### config.mk
export PLATFORM = sky130hd
export DESIGN_NAME = dmem_arbiter
export DESIGN_NICKNAME = d
export VERILOG_FILES = /design/src/rtl/dmem_arb_pkg.sv /design/src/rtl/dmem_arb_pick.sv /design/src/rtl/dmem_arbiter.sv
export SDC_FILE = /design/constraint.sdc
export NUM_CORES = 1
export LEC_CHECK = 0
export CORE_AREA = 8 8 198 200
export DETAILED_ROUTE_END_ITERATION = 6
export DIE_AREA = 0 0 206 208
export SLEW_MARGIN = 20
export SYNTH_ARGS = -nofsm -noshare
export SYNTH_HDL_FRONTEND = slang
export SYNTH_HIERARCHICAL = 1
export SYNTH_SLANG_ARGS = --single-unit
### constraint.sdc
create_clock -name clk -period 1.4 [get_ports clk]
set_clock_uncertainty 0.1 [all_clocks]
set_input_delay 0.14 -clock clk [delete_from_list [all_inputs] [get_ports clk]]
set_output_delay 0.14 -clock clk [all_outputs]
set_load 0.05 [all_outputs]
### src/rtl/dmem_arb_pkg.sv
// Shared types and constants for the two-port data-memory arbiter.
package dmem_arb_pkg;

  localparam int unsigned NPORT = 2;
  localparam int unsigned XLEN  = 64;
  localparam int unsigned DEPTH = 256;
  localparam int unsigned AW    = $clog2(DEPTH);

  typedef enum logic [1:0] {
    ST_IDLE   = 2'd0,
    ST_ACCESS = 2'd1,
    ST_RESP   = 2'd2
  } state_e;

  typedef struct packed {
    logic            we;
    logic [AW-1:0]   idx;
    logic [XLEN-1:0] wdata;
    logic            err;
    logic            port;
  } req_t;

  // Any set bit above the word index addresses past the end of memory.
  function automatic logic addr_err(input logic [XLEN-1:0] addr);
    return |addr[XLEN-1:AW];
  endfunction

endpackage

### src/rtl/dmem_arb_pick.sv
// Two-way grant picker: fixed priority to port 0, or round-robin on the
// last-grant pointer when DMEM_ARB_RR_EN is defined.
module dmem_arb_pick
  import dmem_arb_pkg::*;
(
  input  logic [NPORT-1:0] valid,
`ifdef DMEM_ARB_RR_EN
  input  logic             last,
`endif
  output logic [NPORT-1:0] grant
);

  always_comb begin
    grant = '0;
`ifdef DMEM_ARB_RR_EN
    // last = 1 means port 1 was served most recently, so port 0 wins a tie.
    if (valid == 2'b11) begin
      grant = last ? 2'b01 : 2'b10;
    end else begin
      grant = valid;
    end
`else
    grant[0] = valid[0];
    grant[1] = valid[1] & ~valid[0];
`endif
  end

endmodule

### src/rtl/dmem_arbiter.sv
// Two-port arbiter/sequencer for the shared 64-bit data memory.
// Optional round-robin arbitration via DMEM_ARB_RR_EN.
module dmem_arbiter
  import dmem_arb_pkg::*;
(
  input  logic             clk,
  input  logic             rst_n,
  input  logic [NPORT-1:0] req_valid,
  output logic [NPORT-1:0] req_ready,
  input  logic [NPORT-1:0] req_we,
  input  logic [XLEN-1:0]  req_addr0,
  input  logic [XLEN-1:0]  req_addr1,
  input  logic [XLEN-1:0]  req_wdata0,
  input  logic [XLEN-1:0]  req_wdata1,
  output logic [NPORT-1:0] rsp_valid,
  output logic             rsp_err,
  output logic [XLEN-1:0]  rsp_rdata,
  output logic             mem_read,
  output logic             mem_write,
  output logic [XLEN-1:0]  mem_addr,
  output logic [XLEN-1:0]  mem_wdata,
  input  logic [XLEN-1:0]  mem_rdata
);

  state_e           state_q, state_d;
  req_t             req_q, req_d;
  logic [NPORT-1:0] rsp_valid_q, rsp_valid_d;
  logic             rsp_err_q, rsp_err_d;
  logic [XLEN-1:0]  rsp_rdata_q, rsp_rdata_d;

  logic [NPORT-1:0] grant;
  logic             open;
  logic             accept;
  logic             access_ok;
  logic [XLEN-1:0]  sel_addr;
  req_t             new_req;

`ifdef DMEM_ARB_RR_EN
  logic last_q, last_d;

  always_ff @(posedge clk or negedge rst_n) begin
    if (!rst_n) begin
      last_q <= 1'b1;
    end else begin
      last_q <= last_d;
    end
  end

  always_comb begin
    last_d = last_q;
    if (accept) begin
      last_d = grant[1];
    end
  end

  dmem_arb_pick u_pick (
    .valid (req_valid),
    .last  (last_q),
    .grant (grant)
  );
`else
  dmem_arb_pick u_pick (
    .valid (req_valid),
    .grant (grant)
  );
`endif

  // Acceptance window: IDLE or RESP, never while reset is asserted.
  always_comb begin
    open      = rst_n && ((state_q == ST_IDLE) || (state_q == ST_RESP));
    req_ready = open ? grant : '0;
    accept    = |req_ready;

    sel_addr      = grant[1] ? req_addr1 : req_addr0;
    new_req.we    = grant[1] ? req_we[1] : req_we[0];
    new_req.idx   = sel_addr[AW-1:0];
    new_req.wdata = grant[1] ? req_wdata1 : req_wdata0;
    new_req.err   = addr_err(sel_addr);
    new_req.port  = grant[1];
  end

  always_comb begin
    state_d     = state_q;
    req_d       = req_q;
    rsp_valid_d = '0;
    rsp_err_d   = 1'b0;
    rsp_rdata_d = '0;

    if (accept) begin
      req_d = new_req;
    end

    case (state_q)
      ST_IDLE: begin
        if (accept) begin
          state_d = ST_ACCESS;
        end
      end
      ST_ACCESS: begin
        // Read data is captured straight into the response register.
        state_d     = ST_RESP;
        rsp_valid_d = NPORT'(1) << req_q.port;
        rsp_err_d   = req_q.err;
        if (!req_q.we && !req_q.err) begin
          rsp_rdata_d = mem_rdata;
        end
      end
      ST_RESP: begin
        state_d = accept ? ST_ACCESS : ST_IDLE;
      end
      default: begin
        state_d = ST_IDLE;
      end
    endcase
  end

  always_ff @(posedge clk or negedge rst_n) begin
    if (!rst_n) begin
      state_q     <= ST_IDLE;
      req_q       <= '0;
      rsp_valid_q <= '0;
      rsp_err_q   <= 1'b0;
      rsp_rdata_q <= '0;
    end else begin
      state_q     <= state_d;
      req_q       <= req_d;
      rsp_valid_q <= rsp_valid_d;
      rsp_err_q   <= rsp_err_d;
      rsp_rdata_q <= rsp_rdata_d;
    end
  end

  // Memory side decodes only flops; an async reset drops the strobes at once.
  always_comb begin
    access_ok = (state_q == ST_ACCESS) && !req_q.err;
    mem_read  = access_ok && !req_q.we;
    mem_write = access_ok && req_q.we;
    mem_addr  = access_ok ? {(XLEN-AW)'(0), req_q.idx} : '0;
    mem_wdata = (access_ok && req_q.we) ? req_q.wdata : '0;
  end

  assign rsp_valid = rsp_valid_q;
  assign rsp_err   = rsp_err_q;
  assign rsp_rdata = rsp_rdata_q;

endmodule

==> summary.md, run 1 <==
| Metric | Value |
|---|---|
| Run status | `finished with violations` |
| Failing checks | `negative setup slack` |
| Ant. Diodes | `0` |
| Drt pass-1 iters | `4` |
| Synth-to-Final Area Change | `122%` |
| Detailed-route via count | `6,766` |
| Max incr delay on CP | `about 0.36 ns` |
| Clock slew seen by the registers of the worst setup and hold paths | `~0.070 ns` |
| ANT nets after route | `0` |
| Worst hold slack | `about 0.15 ns` |
| Cells after synthesis | `roughly 660` |
| Worst Tran Pin Value | `0.729 ns` |
| Period utilization | `142%` |
| IO Count | `~530` |
| TritonCTS Buffers | `17` |
| CTS root buf | `clkbuf_16` |
| Dpl hpwl | `between 20,000 and 25,000 um` |
| Cell taking the most area after synthesis | `dfrtp_1` |
| Die area | `42,800 um2` |
| DR DRC count | `0` |
| Vias/cell | `between 4 and 5` |
| Fmax | `0.502 GHz` |
| Nets | `approximately 1,500` |
| H-Tree Depth | `4` |
| First-pass GRT wire length | `about 48,000 um` |
| Power Density | `~780 nW/um2` |
| Place WS | `-0.598 ns` |
| Worst vdd ir | `around 0.0008 V` |
| RSZ-0062 raised after global routing | `yes` |
| Vias in the first global route | `around 7,300` |
| Leakage | `between 6 and 7 nW` |
| EDFF count, synth | `0` |
| Top cells by area, synth | `dfrtp_1 (52%), mux2i_1 (11%), buf_4 (7.0%)` |
| Slew margin rel. | `roughly 51%` |
| Synth Register Bits | `144` |
| Initial antenna violation count | `0` |
| CP max stage cell | `dfrtp_1` |
| Initial core utilization | `a little under a fifth` |
| Most common cell on crit path | `buf_12` |
| Worst EP required | `approximately 1.2 ns` |
| Startpoint types | `flip-flop` |
| MaxCap Viol Count | `0` |
| TritonCTS clock tree | `done` |
| IO buf count | `468` |
| Die extent in y | `around 210 um` |
| Die W | `~200 um` |
| Final Setup Violations | `roughly 220` |
| Clock Latency Late Sink | `between 0.4 and 0.5 ns` |
| FP Rows | `70` |
| Fin util | `a little over two fifths` |
| Placed inst area | `around 14,000 um2` |
| Worst Slack Setup Final | `-0.592 ns` |
| Fill count | `between 3,000 and 4,000` |
| Post-synth design cell area | `just under 7000 um2` |
| Seq/Total Area, Yosys | `a little over half` |
| Final hold vios | `0` |
| Fin crit period | `approximately 2 ns` |
| Core area | `approximately 36,000 um2` |
| Fin. max-slew vios | `0` |
| Synth Warn # | `6` |
| CP endpoint kind | `output port` |
| WL per Instance | `21.3 um` |
| Post-route design area | `15,300 um2` |
| Yosys top cell area share | `between 50% and 60%` |
| Share of cells above drive strength 1 | `between 20% and 30%` |
| GRT Overall Usage | `between 10% and 20%` |
| Clock tree buffer depth | `2` |
| Critical path type | `reg2out` |
| Worst hold path class | `in2reg` |
| Worst EP arrival | `around 1.8 ns` |
| Syn avg cell area | `slightly above 10 um2` |
| Grt ovf | `0` |
| Total wire length | `approximately 35,000 um` |
| Routability cong. | `roughly 0.84` |
| Ys async rst share | `between 90% and 100%` |
| R2r setup slk | `-0.41 ns` |
| Post-synth top flop | `dfrtp_1` |
| Synth unique cells | `31` |
| Setup_tns | `-79.52 ns` |
| Total clock sinks | `~140` |
| CP Cell Sequence | `nand2b_4 -> nor2_4 -> buf_12 -> clkbuf_16 -> and3_4 -> buf_12` |
| 1st-iter DRT viols | `between 200 and 300` |
| Largest net degree at the start of global routing | `107` |
| CP max FO | `11` |
-- critical path, delay by kind of cell, from the launching register on --
| kind | cells | cell delay (ns) |
|---|---|---|
| buffers and inverters | 3 | 0.49 |
| and+or+nand+nor | 3 | 0.46 |
| DFF | 1 | 0.36 |
-- per-layer routing --
layer | part of all wire (%) | global-route usage [%]
met1 | 39 | 17.0
met2 | 49 | 24.4
met3 | 11 | 7.92
met4 | 1.4 | 3.70
met5 | 0 | 0
-- stage by stage --
stage,power (W),cells
final,0.0119,1651
after global routing,0.0125,1651
after CTS,0.0119,1624
after detailed placement,0.00731,1578
after global placement,0.00727,1578
after floorplan,0.00601,718
-- flip-flops by register name, indices dropped and copies added (netlist names) --
name / cells
req_q: 75
rsp_rdata: 64
rsp_valid: 2
state_q: 2
rsp_err: 1
-- final timing paths --
| check | endpoint | cells after the start | startpoint |
|---|---|---|---|
| max in group asynchronous | req_q[74] | 4 | rst_n |
| min in group asynchronous | req_q[29] | 4 | rst_n |
| setup reg to reg | rsp_rdata[17] | 9 | state_q[1] |
| setup / recovery | mem_wdata[21] | 6 | state_q[1] |
| hold reg to reg | rsp_valid[0] | 1 | req_q[0] |
| hold / removal | rsp_rdata[58] | 2 | mem_rdata[58] |
-- power by group --
part | leakage, nW | switching (W) | internal (W)
logic | 4.31 | 0.00127 | 0.00144
registers | 1.78 | 0.000246 | 0.00457
clock network | 0.257 | 0.00191 | 0.00248
total | 6.35 | 0.00342 | 0.00849
-- cell type report --
cell class	count	area, um2	share of cell area [%]
Inverter	2	7.51	0.0491
Clock inverter	12	113	0.737
Clock buffer	18	439	2.87
Tap cell	468	586	3.83
Multi-Input combinational cell	468	3200	21.0
Timing Repair Buffer	539	7330	48.0
Sequential cell	144	3600	23.6
-- Yosys cell counts (2+ instances only) --
master	number
a21oi_1	73
and2_1	76
and3_1	64
buf_2	14
buf_4	64
clkbuf_1	15
clkbuf_2	6
clkbuf_4	4
dfrtp_1	144
inv_1	2
mux2i_1	73
nand4_1	7
nor2_1	78
nor3_1	3
nor4_1	22
nor4_2	2
o21a_1	2
-- what timing repair did --
action                                  4_1_cts  5_1_grt
resized for setup                            25       47
endpoints found under the setup margin      215      215
setup buffers                                 9       15
gates cloned                                  6       16
hold buffers                                  1        0
pin swaps                                    21       34
hold endpoints to repair                    144        0
-- cells in the final DEF (no fill, tap or decap), types with 3 or more instances in the layout --
master / Yosys / routed
buf_4: 64 / 20
nor4_1: 22 / 22
dfrtp_1: 144 / 143
buf_16: 0 / 9
and2_1: 76 / 59
and2_4: 0 / 17
clkinvlp_4: 0 / 5
buf_6: 1 / 6
nor2_1: 78 / 78
clkdlybuf4s50_1: 0 / 324
mux2i_1: 73 / 73
clkbuf_16: 0 / 29
conb_1: 1 / 56
buf_8: 0 / 9
and3_4: 0 / 61
buf_12: 0 / 157
nand4_1: 7 / 7
a21oi_1: 73 / 71
and3_2: 0 / 3
-- logic make-up (layout without fill, tap and decap cells) --
| logic type | Yosys count | in the layout | share of synthesized area (%) |
|---|---|---|---|
| flops | 144 | 144 | 52.3 |
| mux | 73 | 73 | 10.6 |
| simple gates | 260 | 260 | 21.1 |
| compound gates | 79 | 79 | 5.92 |
| other cells | 1 | 56 | 0.0545 |
| buf+inv | 106 | 571 | 9.96 |
Power figures use the tool's default switching activity.
==> run 2: changes to the inputs <==
CORE_AREA = 2 2 206 208   (was 8 8 198 200)
DIE_AREA = 0 0 208 210   (was 0 0 206 208)
DONT_BUFFER_PORTS = 1   (was unset)
==> summary.md, run 2 (same netlist as run 1, synthesis figures left out) <==
| Metric | Value |
|---|---|
| Run status | `finished with violations` |
| Failing checks | `negative hold slack, negative setup slack` |
| Core area | `41,500 um2 (+15%)` |
| Commonest non-fill, non-tap cell in the layout | `dlygate4sd3_1` |
| TritonCTS Buffers | `17 (unchanged)` |
| IO Count | `525 (unchanged)` |
| Fin. max-slew vios | `0 (unchanged)` |
| Worst Slack Setup Final | `-0.627 ns (-0.0348 ns)` |
| Worst hold slack | `-0.715 ns (-0.868 ns)` |
| R2R cell count | `10 (+1)` |
| Die area | `43,700 um2 (+1.9%)` |
| Clock tree buffer depth | `2 (unchanged)` |
| WP buf/inv | `2 (-1)` |
| Final Setup Violations | `215 (unchanged)` |
| Worst EP arrival | `1.79 ns (+0.04 ns)` |
| H-Tree Depth | `4 (unchanged)` |
| Die W | `208 um (+0.97%)` |
| Clock slew seen by the registers of the worst setup and hold paths | `0.06 ns (about the same)` |
| Routability cong. | `1.12 (+33%)` |
| Post-route design area | `12,800 um2 (-16%)` |
| TritonCTS clock tree | `done` |
| Synth-to-Final Area Change | `85.7%` |
| Initial antenna violation count | `7 (+7)` |
| Worst Tran Pin Value | `0.519 ns (-0.210 ns)` |
| Pwr Total | `0.0123 W (+3.1%)` |
| CTS root buf | `clkbuf_16` |
| Drt pass-1 iters | `7 (+3)` |
| Final hold vios | `144 (+144)` |
| Placed inst area | `8160 um2 (-41%)` |
| Worst EP required | `1.16 ns (about the same)` |
| # hold bufs at CTS | `226 (+225)` |
| Worst hold path class | `in2async` |
| CP Cell Sequence | `nand2b_4 -> nor2_4 -> buf_12 -> clkbuf_16 -> and3_4` |
| Fmax | `0.493 GHz (-1.7%)` |
| Leakage | `5.24 nW (-17%)` |
| Worst vdd ir | `0.000692 V (-14%)` |
| Fin crit period | `2.03 ns (+0.0348 ns)` |
| MaxCap Viol Count | `0 (unchanged)` |
| Setup_tns | `-92.45 ns (-12.94 ns)` |
| GRT Overall Usage | `14.2% (-0.80 points)` |
| Period utilization | `145% (+2.5 points)` |
| Startpoint types | `flip-flop` |
| CP endpoint kind | `output port` |
| Grt ovf | `0 (unchanged)` |
| CP max stage cell | `dfrtp_1` |
| Initial core utilization | `16.6% (-2.5 points)` |
| Clock Latency Late Sink | `0.44 ns (about the same)` |
| Stages on worst setup path | `5 (-1)` |
| Max incr delay on CP | `0.36 ns (about the same)` |
| WL per Instance | `21.9 um (+3.0%)` |
| Power Density | `960 nW/um2 (+23%)` |
| ANT nets after route | `0 (unchanged)` |
| Total clock sinks | `144 (unchanged)` |
| Fin util | `30.8% (-12 points)` |
| Most flop-heavy register | `req_q` |
| Largest net degree at the start of global routing | `146 (+36%)` |
| DR DRC count | `0 (unchanged)` |
| Nets | `1,290 (-14%)` |
| Detailed-route via count | `6,419 (-5.1%)` |
| RSZ-0062 raised after global routing | `yes` |
| Max reg flops | `75 (unchanged)` |
| 1st-iter DRT viols | `439 (+57%)` |
| Vias/cell | `4.23 (+3.3%)` |
| Total wire length | `33,300 um (-5.4%)` |
| Vias in the first global route | `7,034 (-4.1%)` |
| Critical path type | `reg2out` |
| Crit path max-delay family | `simple AND/OR/NAND/NOR gates` |
| Die extent in y | `210 um (+0.96%)` |
| Slew margin rel. | `65.4% (+14 points)` |
| CP max FO | `16 (+5)` |
| FP Rows | `75 (+7.1%)` |
| IO buf count | `0 (-100%)` |
| Share of cells above drive strength 1 | `37.3% (+8.7 points)` |
| Most frequent cells in the layout | `dlygate4sd3_1 (226), dfrtp_1 (139), mux2i_1 (73)` |
| Dpl hpwl | `17,200 um (-30%)` |
| First-pass GRT wire length | `44,900 um (-6.2%)` |
## run 2: final cells by class
type                            instances  area, um2
Fill cell                            4032      28700
Timing Repair Buffer                  331       4140
Multi-Input combinational cell        468       3760
Sequential cell                       144       3610
Tap cell                              539        674
Clock buffer                           22        484
Clock inverter                          9        108
Inverter                                2       7.51
Antenna cell                            2       5.00
## run 2: worst paths after layout
kind | start | end | slack [ns]
setup / recovery | state_q[1] | mem_wdata[5] | -0.63
hold / removal | rst_n | rsp_rdata[54] | -0.72
setup reg to reg | state_q[1] | rsp_rdata[62] | -0.46
hold reg to reg | req_q[0] | rsp_valid[0] | 0.34
max in group asynchronous | rst_n | req_q[42] | 1.73
min in group clk | req_addr1[28] | req_q[1] | 0.04
## run 2: per-stage QoR
step | cells | worst slack (ns) | hold slack (ns)
after global routing | 1516 | -0.730 | -0.762
after global placement | 1207 | -0.372 | -0.251
after CTS | 1507 | -0.677 | -0.764
final | 1517 | -0.627 | -0.715
after floorplan | 718 | -0.168 | -0.256
after detailed placement | 1207 | -0.379 | -0.252
## run 2: what timing repair did
item	4_1_cts	5_1_grt
setup endpoints to repair	200	217
hold endpoints to repair	283	144
buffers inserted	26	7
cloned	18	8
resized for setup	205	64
pin swaps	25	22
## run 2: metal layers
| metal | part of all wire [%] | vias to the layer above | global-route usage (%) |
|---|---|---|---|
| met5 | 0.11 | - | 0 |
| met4 | 4.1 | 6 | 6.75 |
| met3 | 9.6 | 57 | 6.30 |
| met2 | 49 | 419 | 23.5 |
| met1 | 37 | 3172 | 15.5 |
| li1 | - | 2765 | - |
## run 2: power by group
part           switching (W)  internal (W)  leakage, nW
Sequential          0.000442       0.00457         1.78
Clock                0.00184       0.00279        0.288
Combinational        0.00129       0.00133         3.18
==> run 3: changes to the inputs <==
PLACE_DENSITY_LB_ADDON = 0.08   (was unset)
==> summary.md, run 3 (same netlist as run 1, synthesis figures left out) <==
| Metric | Value |
|---|---|
| Clock slew seen by the registers of the worst setup and hold paths | `0.07 ns (about the same)` |
| Period utilization | `144% (-0.92 points)` |
| CP endpoint | `mem_wdata[18]` |
| WP buf/inv | `3 (+1)` |
| Worst hold path class | `in2async` |
| IO Count | `525 (unchanged)` |
| CP max stage cell | `dfrtp_1` |
| Fill count | `4,221 (+4.7%)` |
| # hold bufs at CTS | `218 (-3.5%)` |
| RSZ-0062 raised after global routing | `yes` |
| Fin util | `29.8% (-1.1 points)` |
| Pwr Total | `0.0119 W (-2.9%)` |
| Most common cell on crit path | `buf_12` |
| TritonCTS Buffers | `17 (unchanged)` |
| RR Endpoint | `req_q[20]` |
| Run status | `finished with violations` |
| Max incr delay on CP | `0.36 ns (about the same)` |
| R2R cell count | `11 (+1)` |
| Slew margin rel. | `65.4% (about the same)` |
| Synth-to-Final Area Change | `79.2%` |
| Fin crit period | `2.01 ns (-0.0129 ns)` |
| Commonest non-fill, non-tap cell in the layout | `dlygate4sd3_1` |
| Fin. max-slew vios | `0 (unchanged)` |
| Stages on worst setup path | `6 (+1)` |
| Failing checks | `negative hold slack, negative setup slack` |
| Critical path type | `reg2out` |
| R2r setup slk | `-0.53 ns (-0.07 ns)` |
| CTS root buf | `clkbuf_16` |
| Worst EP required | `1.16 ns (about the same)` |
| Placed cell count | `1,193 (-1.2%)` |
| Total wire length | `33,200 um (-0.18%)` |
| Clock Latency Late Sink | `0.45 ns (about the same)` |
| Crit path from | `state_q[1]` |
| Worst vdd ir | `0.000679 V (-1.9%)` |
| CP Cell Sequence | `nand2b_4 -> nor2_4 -> buf_12 -> buf_12 -> buf_16 -> and3_4` |
| Most frequent cells in the layout | `dlygate4sd3_1 (218), dfrtp_1 (141), nor2_1 (77)` |
| Worst Tran Pin Value | `0.514 ns (-0.00480 ns)` |
| CP endpoint kind | `output port` |
| Crit path max-delay family | `simple AND/OR/NAND/NOR gates` |
| Clock tree buffer depth | `2 (unchanged)` |
| ANT nets after route | `0 (unchanged)` |
| Worst reg2reg startpoint | `state_q[0]` |
| Dpl hpwl | `18,500 um (+7.7%)` |
| Largest net degree at the start of global routing | `146 (unchanged)` |
| WL per Instance | `22.0 um (+0.21%)` |
| Final Setup Violations | `215 (unchanged)` |
| Grt ovf | `0 (unchanged)` |
| Most flop-heavy register | `req_q` |
| Share of cells above drive strength 1 | `25.0% (-12 points)` |
| Setup_tns | `-98.58 ns (-6.13 ns)` |
| TritonCTS clock tree | `done` |
| Leakage | `5.19 nW (-1.0%)` |
| Drt pass-1 iters | `4 (-3)` |
| MaxCap Viol Count | `0 (unchanged)` |
| Nets | `1,285 (-0.39%)` |
| Detailed-route via count | `6,117 (-4.7%)` |
| Worst hold slack | `-0.709 ns (+0.00598 ns)` |
| Core area | `41,500 um2 (unchanged)` |
| Die area | `43,700 um2 (unchanged)` |
| Startpoint types | `flip-flop` |
| Initial antenna violation count | `2 (-5)` |
| H-Tree Depth | `4 (unchanged)` |
| Vias/cell | `4.05 (-4.3%)` |
| 1st-iter DRT viols | `193 (-56%)` |
| Max reg flops | `75 (unchanged)` |
| Fin cells | `1,511 (-0.40%)` |
| CP max FO | `14 (-2)` |
| DR DRC count | `0 (unchanged)` |
| GRT Overall Usage | `14.9% (+0.72 points)` |
| Worst EP arrival | `1.77 ns (-0.02 ns)` |
| Fmax | `0.497 GHz (+0.64%)` |
| Vias in the first global route | `6,903 (-1.9%)` |
| Die extent in y | `210 um (unchanged)` |
| Routability cong. | `0.834 (-25%)` |
| Total clock sinks | `144 (unchanged)` |
| Die W | `208 um (unchanged)` |
| IO buf count | `0 (unchanged)` |
| Initial core utilization | `16.6% (unchanged)` |
| FP Rows | `75 (unchanged)` |
| Power Density | `965 nW/um2 (+0.60%)` |
| Final hold vios | `144 (unchanged)` |
| Worst Slack Setup Final | `-0.614 ns (+0.0129 ns)` |
| First-pass GRT wire length | `47,000 um (+4.7%)` |
[run 3: cell count changes in the layout (fill, tap and decap cells not counted), moves of 5 or more]
cell | previous run | this run
a21oi_1 | 35 | 69
a21oi_2 | 38 | 4
and2_1 | 31 | 56
and2_2 | 0 | 7
and2_4 | 45 | 13
buf_16 | 18 | 27
buf_6 | 14 | 9
dlygate4sd3_1 | 226 | 218
nor2_1 | 12 | 77
nor2_2 | 31 | 0
nor2_4 | 36 | 2
[run 3: where the power goes]
| group | leakage [nW] | switching (W) | internal (W) |
|---|---|---|---|
| registers | 1.78 | 0.000272 | 0.00457 |
| logic | 3.13 | 0.00119 | 0.00121 |
| clock network | 0.275 | 0.00203 | 0.00265 |
| total | 5.19 | 0.00349 | 0.00842 |
[run 3: routing by layer]
metal  track usage (%)  share of wire, %  wire (um)  up-vias
met2              25.9                52      17100      316
met3              5.05               6.9       2300       28
li1                  -                 -          -     2763
met5                 0             0.081         27        -
met4              4.87               1.8        588        4
met1              17.1                40      13200     3006
[run 3: area by class of cell]
class                   count  area (um2)  share of cell area (%)
inverters                   2        7.51                  0.0608
repair buffers            326        4230                    34.3
well taps                 539         674                    5.46
flip-flops and latches    144        3610                    29.2
multi-input cells         468        3240                    26.2
diodes                      1        2.50                  0.0203
clock inverters            14         159                    1.29
clock buffers              17         425                    3.45
[run 3: worst reg2reg max path, stage by stage, from the launching register on]
cell	delay, ns
dfrtp_1	0.42
buf_4	0.15
buf_6	0.11
nor2b_4	0.12
buf_6	0.10
o21a_4	0.17
buf_12	0.14
buf_12	0.11
buf_12	0.12
buf_6	0.11
buf_16	0.11
a21oi_1	0.06
[run 3: what timing repair did]
action / 4_1_cts / 5_1_grt
setup endpoints to repair: 213 / 217
gates resized for setup: 80 / 31
pin swaps: 35 / 9
endpoints found under the hold margin: 283 / 144
buffers inserted: 38 / 7
cloned: 28 / 4
[run 3: worst min path at each step]
stage | end | depth (start not counted)
floorplan | req_q[0] | 0
global placement | req_q[42] | 0
detailed placement | req_q[41] | 0
CTS | req_q[37] | 0
global route | req_q[38] | 0
finish | req_q[37] | 0
[run 3: per-stage QoR]
step	area (um2)	setup slack, ns
global placement	8020	-0.251
global route	12300	-0.715
floorplan	7390	-0.168
finish	12300	-0.614
detailed placement	8020	-0.257
CTS	12200	-0.672
